### config.mk
export PLATFORM = sky130hd
export DESIGN_NAME = m_cluster_arb
export DESIGN_NICKNAME = d
export VERILOG_FILES = /design/src/rtl/m_cluster_arb.sv
export SDC_FILE = /design/constraint.sdc
export NUM_CORES = 1
export LEC_CHECK = 0
export BUFFER_PORTS_ARGS = -buffer_cell sky130_fd_sc_hd__buf_4
export CORE_ASPECT_RATIO = 0.7
export CORE_MARGIN = 2
export CORE_UTILIZATION = 43
export CTS_CLUSTER_SIZE = 20
export DETAILED_ROUTE_END_ITERATION = 8
export PLACE_DENSITY = 0.8
export SLEW_MARGIN = 15
export SYNTH_ARGS = -nofsm -noshare
export SYNTH_HDL_FRONTEND = slang
export SYNTH_SLANG_ARGS = --single-unit
### constraint.sdc
create_clock -name CLK -period 1.7 [get_ports CLK]
set_input_delay 0.17 -clock CLK [delete_from_list [all_inputs] [get_ports CLK]]
set_output_delay 0.17 -clock CLK [all_outputs]
set_load 0.005 [all_outputs]
### src/rtl/m_cluster_arb.sv
// Round-robin arbiter that funnels N_HARTS request channels onto one shared
// memory port, one outstanding command at a time (IDLE -> ISSUE -> WAIT).
module m_cluster_arb #(
    parameter int N_HARTS = 2,
    parameter int ADDR_W  = 32,
    parameter int DATA_W  = 32,
    localparam int IDW    = (N_HARTS > 1) ? $clog2(N_HARTS) : 1
) (
    input  logic                      CLK,
    input  logic                      RST_X,
    input  logic [N_HARTS-1:0]        w_req,
    input  logic [N_HARTS-1:0]        w_we,
    input  logic [N_HARTS*ADDR_W-1:0] w_addr,
    input  logic [N_HARTS*DATA_W-1:0] w_wdata,
    input  logic [N_HARTS*3-1:0]      w_ctrl,
    output logic [N_HARTS-1:0]        w_ack,
    output logic [DATA_W-1:0]         w_rdata,
    output logic [N_HARTS-1:0]        w_stall,
    output logic [IDW-1:0]            w_grant_id,
    output logic                      w_mem_req,
    output logic                      w_mem_we,
    output logic [ADDR_W-1:0]         w_mem_addr,
    output logic [DATA_W-1:0]         w_mem_wdata,
    output logic [2:0]                w_mem_ctrl,
    input  logic                      w_mem_busy,
    input  logic                      w_mem_done,
    input  logic [DATA_W-1:0]         w_mem_rdata
);

    typedef enum logic [1:0] {IDLE, ISSUE, WAIT} state_t;

    state_t               state;
    logic [IDW-1:0]       r_last;
    logic [N_HARTS-1:0]   eligible;
    logic                 pick_valid;
    logic [IDW-1:0]       pick_id;

    function automatic logic [IDW-1:0] hart_at(input logic [IDW-1:0] base, input int off);
        return IDW'((int'(base) + off) % N_HARTS);
    endfunction

    // A hart being acked this cycle still holds w_req; masking it prevents a double issue.
    assign eligible  = w_req & ~w_ack;
    assign w_stall   = eligible;
    assign w_mem_req = (state == ISSUE);

    // Scan offsets N..1 so the lowest offset from r_last+1 is assigned last and wins.
    always_comb begin
        // NOTE: every always_comb output gets a default first so no latch is inferred.
        pick_valid = 1'b0;
        pick_id    = '0;
        for (int k = N_HARTS; k >= 1; k--) begin
            if (eligible[hart_at(r_last, k)]) begin
                pick_valid = 1'b1;
                pick_id    = hart_at(r_last, k);
            end
        end
    end

    always_ff @(posedge CLK or negedge RST_X) begin
        if (!RST_X) begin
            state       <= IDLE;
            r_last      <= IDW'(N_HARTS - 1);
            w_grant_id  <= '0;
            w_ack       <= '0;
            w_rdata     <= '0;
            w_mem_we    <= 1'b0;
            w_mem_addr  <= '0;
            w_mem_wdata <= '0;
            w_mem_ctrl  <= '0;
        end else begin
            w_ack <= '0;
            case (state)
                IDLE: begin
                    if (pick_valid && !w_mem_busy) begin
                        w_grant_id <= pick_id;
                        for (int i = 0; i < N_HARTS; i++) begin
                            if (IDW'(i) == pick_id) begin
                                w_mem_we    <= w_we[i];
                                w_mem_addr  <= w_addr[i*ADDR_W +: ADDR_W];
                                w_mem_wdata <= w_wdata[i*DATA_W +: DATA_W];
                                w_mem_ctrl  <= w_ctrl[i*3 +: 3];
                            end
                        end
                        state <= ISSUE;
                    end
                end
                ISSUE: state <= WAIT;
                WAIT: begin
                    if (w_mem_done) begin
                        w_rdata <= w_mem_rdata;
                        for (int i = 0; i < N_HARTS; i++) begin
                            w_ack[i] <= (IDW'(i) == w_grant_id);
                        end
                        r_last <= w_grant_id;
                        state  <= IDLE;
                    end
                end
                default: state <= IDLE;
            endcase
        end
    end

endmodule

==> results.ini <==
[yosys]
ys_ff_latch = 106
synth_area_sq_mm = 0.00460
synth.avg_cell_area_sq_um = 10.0
yosysWarnings = 0
synth_top_cell_area_share_pct = 57.1
synth_cells = 460
syn-num-nets = 634
yosysTopAreaCell = dfrtp_1
synth_cell_type_count = 24
synth-seq-area-share_pct = 57.7
synth_area_leaders = dfrtp_1 57%, a21oi_1 13%, mux2_2 7.8%

[power]
power_mw = 11.4
irDropWorstVdd_uv = 1020
p_leak_nw = 3.54
power_density_mw_per_mm2 = 1580

[worst_setup_path]
worstSetupPathType = flop to flop
startpoint_type = flop
cp.required_ns = 1.92
cp_max_fo = 40
reg2reg_slack_ns = 0.17
arrival_ns = 1.75
critPathCaptureType = flop

[floorplanning]
die_w_um = 128
die_y_um = 90.5
core_sq_mm = 0.0104
initial_utilization_pct = 44.2
ios = 280
rows = 31
die-area_sq_mm = 0.0116

[route]
vias_per_cell = 5.16
drtAntennaViolNets = 0
drc = 0
drt_pass1_iterations = 4
wirelength_um = 14500
drtIter0Drc = 206
vias = 4480
detail_route.wl_per_cell_um = 16.7

[clocking]
cts_setup_buffers = 0
h-tree-depth = 3
numCtsBuffers = 9
cts_sinks = 106
ctsHoldBuffers = 1
clk_latency_ns = 0.34
post_cts_resized = 0
cts_tree = built
root_buffer = clkbuf_16
cts.path.max_buffers = 2
clk_pin_slew_worst_paths_ns = 0.08

[place]
hpwl_um = 10900
place_congestion = 0.804
io_buffers = 279

[timing]
fin_skew_ns = 0.00927
slew_headroom_pct = 68.0
drv_slew = 0
max_freq_ghz = 0.653
finalSetupTns_ns = 0
tightest_slew_ns = 0.480
period_needed_ns = 1.53
setup_viol = 0
final_hold_viol_count = 0
rsz0062_at_grt = false
finalCritPeriodShare_pct = 90.1

[final_layout]
area_growth_pct = 55.9
nNetsFinal = 905
antenna_cells = 0
fillCellCount = 845
drive_above_1_share_pct = 49.9

[global_routing]
grt_pass1_vias = 4683
grt-ovfl-total = 0
grt_max_degree = 43
antenna_found_initial = 0
track_usage_pct = 25.2
grt_pass1_wl_um = 23100

[status]
status = completed

[run]
drv_cap = 0

[min_path]
hp-class = primary input to flop

per-layer routing:
metal / part of all wire, % / routed length [um] / GRT usage (%)
met1: 37 / 5340 / 28.6
met4: 2.9 / 420 / 8.79
met3: 7.9 / 1140 / 7.82
met5: 0 / 0 / 0
met2: 52 / 7580 / 44.9
kinds of logic after synthesis:
group,synth area share [%]
and+or+nand+nor,13.4
AOI/OAI and AO/OA,16.9
DFF,57.7
buffers and inverters,4.16
muxes,7.83
sequential cells by signal, indices dropped and copies added, names as in the netlist:
register     count
w_mem_addr      32
w_ack            2
w_mem_wdata     32
w_mem_we         1
state            2
w_rdata         32
w_mem_ctrl       3
r_last           1
w_grant_id       1
synth_stat cells (all sizes together):
master and n:
nand3b 2, dfstp 1, a21o 1, nor2b 3
nor3b 1, and2 1, nor2 70, nor3 1
clkbuf 8, o21ai 2, a21oi 136, mux2 32
nand2 70, buf 24, or2 1, dfrtp 105
inv 2
cell type report:
type	count	area, sq um	area share [%]
Sequential cell	106	2650	37.0
Timing Repair Buffer	292	2290	32.0
Multi-Input combinational cell	320	1760	24.5
Clock buffer	9	225	3.14
Tap cell	132	165	2.30
Clock inverter	7	66.3	0.925
Inverter	2	7.51	0.105
critical path, stage by stage, from the launching register on:
cell and delay (ns):
dfrtp_1 0.41, nor3_2 0.29, o21ai_4 0.12, buf_4 0.29
a21oi_1 0.19, a21oi_1 0.09
through the flow:
step | hold WS (ns) | cells | setup slack, ns | util (%) | area (sq um)
after floorplan | -0.126 | 460 | 0.244 | - | 4600
after global placement | 0.147 | 851 | 0.224 | 66.1 | 6870
after detailed placement | 0.156 | 851 | 0.173 | 66.1 | 6870
after CTS | 0.0423 | 868 | 0.152 | 69.0 | 7170
after global routing | 0.0371 | 868 | 0.0225 | 69.0 | 7170
final | 0.0523 | 868 | 0.169 | 69.0 | 7170
cells in the final DEF (no fill, tap or decap), types with 2 or more instances in the layout:
master     count
inv_8          2
a21oi_1      118
nor2_1        70
a21oi_2       18
nand2_1       69
dfrtp_1      105
buf_12         8
clkbuf_16      9
nor2b_4        2
buf_4        283
inv_6          4
mux2_2        32
power by group:
group | switching (mW) | internal (mW)
combinational | 2.09 | 2.75
sequential | 0.716 | 3.75
clock | 1.01 | 1.04
worst paths after layout:
kind | from | end | cells past startpoint
worst max register to register | state[0] | w_mem_addr[1] | 5
worst max-delay path | state[0] | w_mem_addr[1] | 5
worst min-delay path | w_mem_rdata[2] | w_rdata[2] | 2
max in group asynchronous | RST_X | r_last | 3
worst min register to register | w_grant_id | w_ack[0] | 1
min in group asynchronous | RST_X | w_mem_wdata[18] | 2
Note: power is estimated with default switching activity, not from simulation.
